File: config.mk
export PLATFORM = sky130hd
export DESIGN_NAME = tank_disp_ctrl
export DESIGN_NICKNAME = d
export VERILOG_FILES = /design/src/rtl/tank_disp_ctrl.sv
export SDC_FILE = /design/constraint.sdc
export NUM_CORES = 1
export LEC_CHECK = 0
export CORE_UTILIZATION = 42
export CTS_CLUSTER_SIZE = 25
export DETAILED_ROUTE_END_ITERATION = 10
export PLACE_DENSITY = 0.83
export SYNTH_ARGS = -nofsm -noshare
export SYNTH_HDL_FRONTEND = slang
export SYNTH_SLANG_ARGS = --single-unit
File: constraint.sdc
create_clock -name clk -period 1.34 [get_ports clk]
set_input_delay 0.268 -clock clk [delete_from_list [all_inputs] [get_ports clk]]
set_output_delay 0.268 -clock clk [all_outputs]
set_load 0.1 [all_outputs]
File: src/rtl/tank_disp_ctrl.sv
// Frame-synchronous tank config controller and VGA pixel arbiter.
// Optional overlap detector enabled by defining TANK_COLLIDE_EN.
module tank_disp_ctrl #(
  parameter int N_TANK         = 4,
  parameter int PLAYER_SLOT_EN = 1
) (
  input  logic                  clk,
  input  logic                  rst,
  input  logic                  frame_tick,
  input  logic                  upd_valid,
  output logic                  upd_ready,
  input  logic [1:0]            upd_idx,
  input  logic [4:0]            upd_x,
  input  logic [4:0]            upd_y,
  input  logic [1:0]            upd_dir,
  input  logic                  upd_state,
  output logic [5*N_TANK-1:0]   tank_x_o,
  output logic [5*N_TANK-1:0]   tank_y_o,
  output logic [2*N_TANK-1:0]   tank_dir_o,
  output logic [N_TANK-1:0]     tank_state_o,
  output logic [N_TANK-1:0]     tank_ide_o,
  input  logic [N_TANK-1:0]     pix_en_i,
  input  logic [12*N_TANK-1:0]  pix_data_i,
  output logic [11:0]           VGA_data,
  output logic                  VGA_en,
`ifdef TANK_COLLIDE_EN
  output logic [N_TANK-1:0]     collide,
`endif
  output logic                  overrun
);

  typedef enum logic {
    S_IDLE,
    S_COMMIT
  } state_e;

  typedef struct packed {
    logic [4:0] x;
    logic [4:0] y;
    logic [1:0] dir;
    logic       st;
  } ent_t;

  state_e state_q, state_d;
  logic [1:0] cnt_q, cnt_d;
  logic       commit_en;
  logic       ovr_set;
  logic       xfer;

  ent_t                stg_q [N_TANK];
  logic [N_TANK-1:0]   dirty_q;
  logic [5*N_TANK-1:0] act_x_q;
  logic [5*N_TANK-1:0] act_y_q;
  logic [2*N_TANK-1:0] act_dir_q;
  logic [N_TANK-1:0]   act_st_q;
  logic                overrun_q;

  logic [11:0] pix_d, pix_q;
  logic        en_d, en_q;

  always_ff @(posedge clk) begin
    if (rst) begin
      state_q <= S_IDLE;
      cnt_q   <= '0;
    end else begin
      state_q <= state_d;
      cnt_q   <= cnt_d;
    end
  end

  always_comb begin
    state_d   = state_q;
    cnt_d     = cnt_q;
    upd_ready = 1'b0;
    commit_en = 1'b0;
    ovr_set   = 1'b0;
    unique case (state_q)
      S_IDLE: begin
        upd_ready = 1'b1;
        if (frame_tick) begin
          state_d = S_COMMIT;
          cnt_d   = '0;
        end
      end
      S_COMMIT: begin
        commit_en = 1'b1;
        ovr_set   = frame_tick;
        if (cnt_q == 2'(N_TANK-1)) begin
          state_d = S_IDLE;
          cnt_d   = '0;
        end else begin
          cnt_d = cnt_q + 2'd1;
        end
      end
      default: state_d = S_IDLE;
    endcase
  end

  assign xfer = upd_valid & upd_ready;

  // An out-of-range upd_idx matches no slot, so it is silently dropped.
  always_ff @(posedge clk) begin
    if (rst) begin
      stg_q     <= '{default: '0};
      dirty_q   <= '0;
      act_x_q   <= '0;
      act_y_q   <= '0;
      act_dir_q <= '0;
      act_st_q  <= '0;
      overrun_q <= 1'b0;
    end else begin
      for (int i = 0; i < N_TANK; i++) begin
        if (commit_en && cnt_q == 2'(i) && dirty_q[i]) begin
          act_x_q[5*i +: 5]   <= stg_q[i].x;
          act_y_q[5*i +: 5]   <= stg_q[i].y;
          act_dir_q[2*i +: 2] <= stg_q[i].dir;
          act_st_q[i]         <= stg_q[i].st;
          dirty_q[i]          <= 1'b0;
        end
        if (xfer && upd_idx == 2'(i)) begin
          stg_q[i]   <= '{x: upd_x, y: upd_y,
                          dir: upd_dir, st: upd_state};
          dirty_q[i] <= 1'b1;
        end
      end
      if (ovr_set) begin
        overrun_q <= 1'b1;
      end
    end
  end

  assign tank_x_o     = act_x_q;
  assign tank_y_o     = act_y_q;
  assign tank_dir_o   = act_dir_q;
  assign tank_state_o = act_st_q;
  assign tank_ide_o   = (PLAYER_SLOT_EN != 0) ? N_TANK'(1) : '0;
  assign overrun      = overrun_q;

  // Scan high to low so the lowest enabled slot wins.
  always_comb begin
    pix_d = 12'h000;
    en_d  = 1'b0;
    for (int i = N_TANK-1; i >= 0; i--) begin
      if (pix_en_i[i]) begin
        pix_d = pix_data_i[12*i +: 12];
        en_d  = 1'b1;
      end
    end
  end

  always_ff @(posedge clk) begin
    if (rst) begin
      pix_q <= 12'h000;
      en_q  <= 1'b0;
    end else begin
      pix_q <= pix_d;
      en_q  <= en_d;
    end
  end

  assign VGA_data = pix_q;
  assign VGA_en   = en_q;

`ifdef TANK_COLLIDE_EN
  logic              multi;
  logic [N_TANK-1:0] ovl;
  logic [N_TANK-1:0] acc_q;
  logic [N_TANK-1:0] col_q;

  // More than one bit set means every set bit is overlapping.
  assign multi = |(pix_en_i & (pix_en_i - N_TANK'(1)));
  assign ovl   = multi ? pix_en_i : '0;

  always_ff @(posedge clk) begin
    if (rst) begin
      acc_q <= '0;
      col_q <= '0;
    end else if (frame_tick) begin
      col_q <= acc_q;
      acc_q <= ovl;
    end else begin
      acc_q <= acc_q | ovl;
    end
  end

  assign collide = col_q;
`endif

endmodule

After elaboration in Yosys (flattened, before gate mapping)
Cells that the tools add are included.
- memory bits (writable): 0
- memories kept: 0
- register bits after elaboration: 125
- bits of input ports: 71
- latch bits: 0
- logic and storage cells: 94
- bits in read-only memories: 0
- multiplexer cells: 25
- $lt $le $gt $ge: 0
- equality and inequality tests: 7
- multiply operators: 0
- $add $sub $neg: 1
- reductions and logical operators: 18
- shift-type cells: 0
- divide/modulo/power cells: 0
- bitwise logic cells: 2
- operators by type and width (kind ; count):
    $mux W12 ; 4
    $mux W1 ; 17
    $logic_and A1 B1 Y1 ; 12
    $eq A2 B2 Y1 const B ; 4
    $reduce_bool A2 Y1 ; 4
    $eq A2 B1 Y1 const B ; 2
    $logic_not A2 Y1 ; 2
    $mux W2 ; 2
    $pmux W2 S2 ; 1
    $add A2 B1 Y2 const B ; 1
    $ne A2 B2 Y1 const B ; 1
    $pmux W1 S2 ; 1
    $and A1 B1 Y1 ; 1
    $not A1 Y1 ; 1

Longest topological paths before layout
Gate-level depths: netlist (run 1).
- depth in word-level cells: 5
- gate-level depth with buffers: 6
- depth with buffers taken out: 5

Worst setup path before layout (run 1)
No wires, ideal clock.
- path type: register to register
- from: register state_q
- to: register state_q
- buffers on the path: 2
- slack: -222 ps
- data required time: 1212 ps
- arrival time: 1434 ps
- clock period less this slack: 1562 ps
- cell stages (with the launch flop): 6
- cells stage by stage: dfxtp_1 > buf_2 > buf_2 > inv_1 > a21oi_1 > nor2_1
- longest elaborated chain between the ends: 2
- RTL lines (item ; RTL line ; source):
    start, declared ; 44 ; state_e state_q, state_d;
    start signal, assigned ; 66 ; state_q <= state_d;
    $not A1 Y1 ; -- ;
    $pmux W1 S2 (*) ; 77 ; unique case (state_q)
Mark *: on every way between the ends. The rest lies on a longest branch, timed or not.
A chain may end at the register's enable or synchronous reset.

Final worst setup path (run 1)
- from: register state_q
- to: output upd_ready
- longest elaborated chain between the ends: 1
- RTL lines (item ; RTL line ; source):
    $mux W1 ; 77 ;
    end, declared ; 11 ; output logic upd_ready,
Every way passes these cells.

==> results of run 1 <==
-- per-layer routing --
metal	routed length, microns	vias to the layer above
li1	-	2251
met1	5980	2353
met2	8501	252
met3	1153	73
met4	726	0
met5	0	-
-- worst register-to-register path: stages (launching register included) --
cell     delay (ps)
dfxtp_4         360
or4b_1          550
buf_6           170
nand2_2         100
a21oi_1          70
-- cells by family after synthesis --
logic type / Yosys count / synth area share
buffers and inverters: 46 / 0.04319
and+or+nand+nor: 268 / 0.2428
adders and majority gates: 4 / 0.01073
other: 2 / 0.001610
DFF: 125 / 0.5365
AOI/OAI and AO/OA: 136 / 0.1652
-- stage by stage --
step                power, uW  setup TNS [ps]  hold WS (ps)
floorplan                4525          -145.8         392.5
global placement         5014          -16220         443.0
detailed placement       5053          -18750         443.4
CTS                      9855          -329.5         280.0
global route            10190           -1418         323.0
finish                   9935          -582.8         260.2
-- layout make-up --
cell class,count,area (sq um)
multi-input combinational,414,2093
inverter,3,17.52
clock inverter,14,205.2
timing repair buffer,177,2467
clock buffer,17,414.1
fill,689,2864
sequential,125,2604
tap,140,175.2
-- cells in the mapped netlist, drive strengths merged (2+ instances only) --
library cell | n | area (sq um)
and4bb | 2 | 25.02
clkbuf | 28 | 105.1
inv | 3 | 11.26
a221oi | 12 | 105.1
nor2b | 15 | 93.84
nand4bb | 2 | 22.52
nor3b | 2 | 15.01
conb | 2 | 7.510
and3 | 4 | 25.02
nand2 | 224 | 840.8
a21oi | 112 | 560.5
nand3 | 4 | 20.02
ha | 4 | 50.05
dfxtp | 125 | 2502
nor2 | 9 | 33.78
buf | 15 | 85.08
o32ai | 12 | 105.1
-- registers in the layout, indices dropped and copies added (netlist names), 2 cells and up --
signal        count
tank_dir_o        8
tank_x_o         20
tank_y_o         20
VGA_data         12
cnt_q             2
stg_q            52
dirty_q           4
tank_state_o      4
-- what timing repair did --
item / 4_1_cts / 5_1_grt
setup endpoints to repair: 99 / 94
gates cloned: 0 / 3
hold buffers: 0 / 0
resized for setup: 69 / 36
pin swaps: 0 / 5
setup buffers: 2 / 11
-- worst paths after layout --
path                                 from     endpoint  slack, ps
worst min-delay path                  rst       VGA_en        260
worst max register to register    state_q    stg_q[48]        -50
worst max-delay path              state_q    upd_ready       -200
worst min register to register  stg_q[33]  tank_y_o[9]        450
-- power breakdown --
group          internal (uW)  leakage (uW)  switching [uW]
Clock                   3060      0.000302            1810
Sequential              3810       0.00105            72.6
Combinational            494       0.00153             692
Total                   7360       0.00288            2580
==> impl_metrics.toml, run 1 <==
[outcome]
status = "finished with violations"
violations = "setup timing"

[power]
p_per_area_mw_per_mm2 = 1246
irDropWorstVdd_v = 0.0008745
p_leak_uw = 0.002879

[yosys]
synth_area_sq_mm = 0.004664
synth_edf_count = 0
ys_ff_latch = 125
async_flop_share = 0
yosysUniqueCellTypes = 24
yosysWarningCount = 0
synth_ff_type = "dfxtp_1"
seq_area_frac_synth = 0.5365
syn_avg_cell_area_sq_um = 8.028
synth_cells = 581

[worst_setup_path]
path_buf_inv = 3
reg2reg_depth = 4
cpPeakStageDelay_ps = 370
cp_cell_sequence = "buf_8, clkinvlp_4, buf_12"
cp_top_family = "flip-flops"
crit_arrival_ps = 1270
path_class = "reg -> out"
required_ps = 1070
cp-end-kind = "output pin"
cp_max_fo = 3
worstSetupStartpointType = "register"
cp.depth = 3
crit_slowest_cell = "dfxtp_4"

[global_route]
antenna_found_initial = 0
globalRouteTotalUtil = 0.2743
top_usage_layer = "met2"
grt_pass1_wl_mm = 24.25
use_met2 = 0.4853
grt_overflow_total = 0
grt_pass1_vias = 4849
gr-usage-met3 = 0.05508
use_met1 = 0.3152
grt_max_degree = 126

[placed_design]
dpl_cell_area_sq_mm = 0.007015
dp_slack_ps = -350.7
place_hpwl_mm = 9.755
place_congestion = 0.8804
dp_cells = 843
io_buffers = 137

[routing]
dr_total_vias = 4929
wl_per_cell_microns = 18.38
first_iter_violations = 446
drtPass1Iterations = 5
wl_mm = 16.36
detail-route-antenna-nets = 0
post-route-drc-count = 0
via_per_inst = 5.538

[floorplan]
dieWidth_microns = 107.4
core-area_sq_mm = 0.01084
rows = 38
start_util = 0.4303
fp.dieArea_sq_mm = 0.01153
chipHeight_microns = 107.4
io_pins = 142

[final_layout]
mostFrequentLayoutCell = "nand2_1"
antenna_cells = 0
final_area_sq_mm = 0.007976
area_growth_pct = 71.00
fin_util = 0.7358
drive_gt1_frac = 0.3120
final_cells = 890
final_cell_mix = "223 x nand2_1, 105 x a21oi_1, 76 x buf_12"
fin_nets = 813

[clock_tree]
cts_tree = "built"
cts-root-buf = "clkbuf_8"
h-tree-depth = 4
clkTransAtPathRegs_ps = 60
cts_sinks = 125
clk_latency_ps = 520
cts_buffer_depth = 2
cts_buffers = 17

[timing]
hold_viol = 0
layout_min_cycle_time_ps = 1538
finalCritPeriodShare = 1.148
slew_violations = 0
worst_slack_ps = -198.0
worst_pin_slew_ps = 590.1
max-slew-margin-rel = 0.6066
setup_viol = 16
worst_clock_skew_ps = 9.786
max_freq_ghz = 0.6502
rsz0062_at_grt = "yes"

[job]
max_cap_violations = 0

[worst_hold_path]
hold_depth = 3
hold_path.class = "in -> reg"
Note: power is estimated with default switching activity, not from simulation.
==> run 2: changes to the inputs <==
--- a/config.mk
+++ b/config.mk
@@ -5,6 +5,7 @@
 export SDC_FILE = /design/constraint.sdc
 export NUM_CORES = 1
 export LEC_CHECK = 0
+export CAP_MARGIN = 30
 export CORE_UTILIZATION = 42
 export CTS_CLUSTER_SIZE = 25
 export DETAILED_ROUTE_END_ITERATION = 10
@@ -12,3 +13,4 @@
 export SYNTH_ARGS = -nofsm -noshare
 export SYNTH_HDL_FRONTEND = slang
 export SYNTH_SLANG_ARGS = --single-unit
+export TNS_END_PERCENT = 1
==> impl_metrics.toml, run 2 (same netlist as run 1, synthesis figures left out) <==
[timing]
layout_min_cycle_time_ps = 1527
worst_pin_slew_ps = 588.4
max_freq_ghz = 0.6548
slew_violations = 0
worst_clock_skew_ps = 7.714
max-slew-margin-rel = 0.6077
setup_viol = 21
fin_tns_setup_ps = -650.9
finalCritPeriodShare = 1.140
worst_hold_slack_ps = 276.4
rsz0062_at_grt = "yes"
hold_viol = 0
worst_slack_ps = -187.2

[placed_design]
place_hpwl_mm = 9.755
dpl_cell_area_sq_mm = 0.007015
place_congestion = 0.8804
dp_slack_ps = -350.7
dp_cells = 843
io_buffers = 137

[clock_tree]
cts-root-buf = "clkbuf_8"
clkTransAtPathRegs_ps = 60
h-tree-depth = 4
cts_sinks = 125
cts_hold_buf = 0
clk_latency_ps = 510
cts_buffer_depth = 2
cts_buffers = 17
cts_tree = "built"

[worst_setup_path]
cp-end-kind = "output pin"
cp_cell_sequence = "buf_8, clkinvlp_4, buf_12"
worstSetupStartpointType = "register"
crit_arrival_ps = 1260
crit_slowest_cell = "dfxtp_4"
required_ps = 1070
cpPeakStageDelay_ps = 370
path_class = "reg -> out"
cp_max_fo = 3

[global_route]
globalRouteTotalUtil = 0.2746
antenna_found_initial = 0
grt_overflow_total = 0
grt_pass1_vias = 4847
grt_max_degree = 126
grt_pass1_wl_mm = 24.27

[floorplan]
start_util = 0.4303
rows = 38
fp.dieArea_sq_mm = 0.01153
chipHeight_microns = 107.4
io_pins = 142
core-area_sq_mm = 0.01084
dieWidth_microns = 107.4

[job]
max_cap_violations = 0

[routing]
post-route-drc-count = 1
dr_total_vias = 4869
via_per_inst = 5.552
detail-route-antenna-nets = 0
drtPass1Iterations = 9
first_iter_violations = 417
wl_per_cell_microns = 18.07
wl_mm = 15.85

[power]
irDropWorstVdd_v = 0.0008501
p_leak_uw = 0.002810
p_per_area_mw_per_mm2 = 1257

[final_layout]
fillers = 700
area_growth_pct = 68.19
fin_nets = 800
regArea_sq_mm = 0.002604
mostFrequentLayoutCell = "nand2_1"
drive_gt1_frac = 0.2972
antenna_cells = 0
final_cell_mix = "223 x nand2_1, 102 x a21oi_1, 76 x buf_12"
largest_reg_flops = 52
final_area_sq_mm = 0.007845
multiInputGateArea_sq_mm = 0.002047
regMostFlops = "stg_q"
final_cells = 877

[outcome]
status = "finished with violations"
violations = "DRC, setup timing"

[worst_hold_path]
hold_path.class = "in -> reg"
## run 2: changes by cell type in the layout (fill, tap and decap cells not counted)
cell      before  now
a21oi_1      105  102
a21oi_2        7   10
and3_1         0    1
and3_4         4    3
and4bb_2       2    0
buf_4         29   18
ha_1           0    1
ha_2           2    3
ha_4           2    0
inv_1          0    2
inv_2          1    0
inv_4          1    0
nand3_1        3    4
nand3_2        1    0
## run 2: metal layers
layer | track usage | share of wire
met3 | 0.05508 | 0.057
met4 | 0.1370 | 0.043
met1 | 0.3163 | 0.37
met5 | 0 | 0
met2 | 0.4825 | 0.53
## run 2: timing repair
action                     CTS  global route
setup buffers                2             1
pin swaps                    0             2
resized for setup           69            27
setup endpoints to repair   99            96
## run 2: area by class of cell
class / instances / area share
Sequential cell: 125 / 0.3319
Timing Repair Buffer: 166 / 0.3040
Multi-Input combinational cell: 412 / 0.2609
Clock buffer: 17 / 0.05279
Clock inverter: 14 / 0.02616
Tap cell: 140 / 0.02233
Inverter: 3 / 0.001914
## run 2: stage by stage
| step | total power, uW | utilization |
|---|---|---|
| floorplan | 4525 | - |
| global placement | 5014 | 0.6472 |
| detailed placement | 5053 | 0.6472 |
| CTS | 9855 | 0.7156 |
| global route | 10140 | 0.7237 |
| finish | 9861 | 0.7237 |
## run 2: path summary, 6_finish.rpt
| kind | slack (ps) | end | depth (start not counted) | start |
|---|---|---|---|---|
| worst max-delay path | -190 | upd_ready | 3 | state_q |
| worst min-delay path | 280 | VGA_en | 3 | rst |
| worst max register to register | -60 | stg_q[49] | 5 | state_q |
| worst min register to register | 450 | tank_x_o[6] | 2 | stg_q[35] |
## run 2: critical path, delay by kind of cell (launching register included)
family / cells / cell delay (ps)
flops: 1 / 370
buf+inv: 3 / 370
## run 2: power breakdown
| part | internal (uW) | leakage, uW | switching [uW] | total [uW] |
|---|---|---|---|---|
| Combinational | 484 | 0.00146 | 681 | 1170 |
| Sequential | 3810 | 0.00105 | 70.4 | 3880 |
| Clock | 3060 | 0.000302 | 1760 | 4820 |
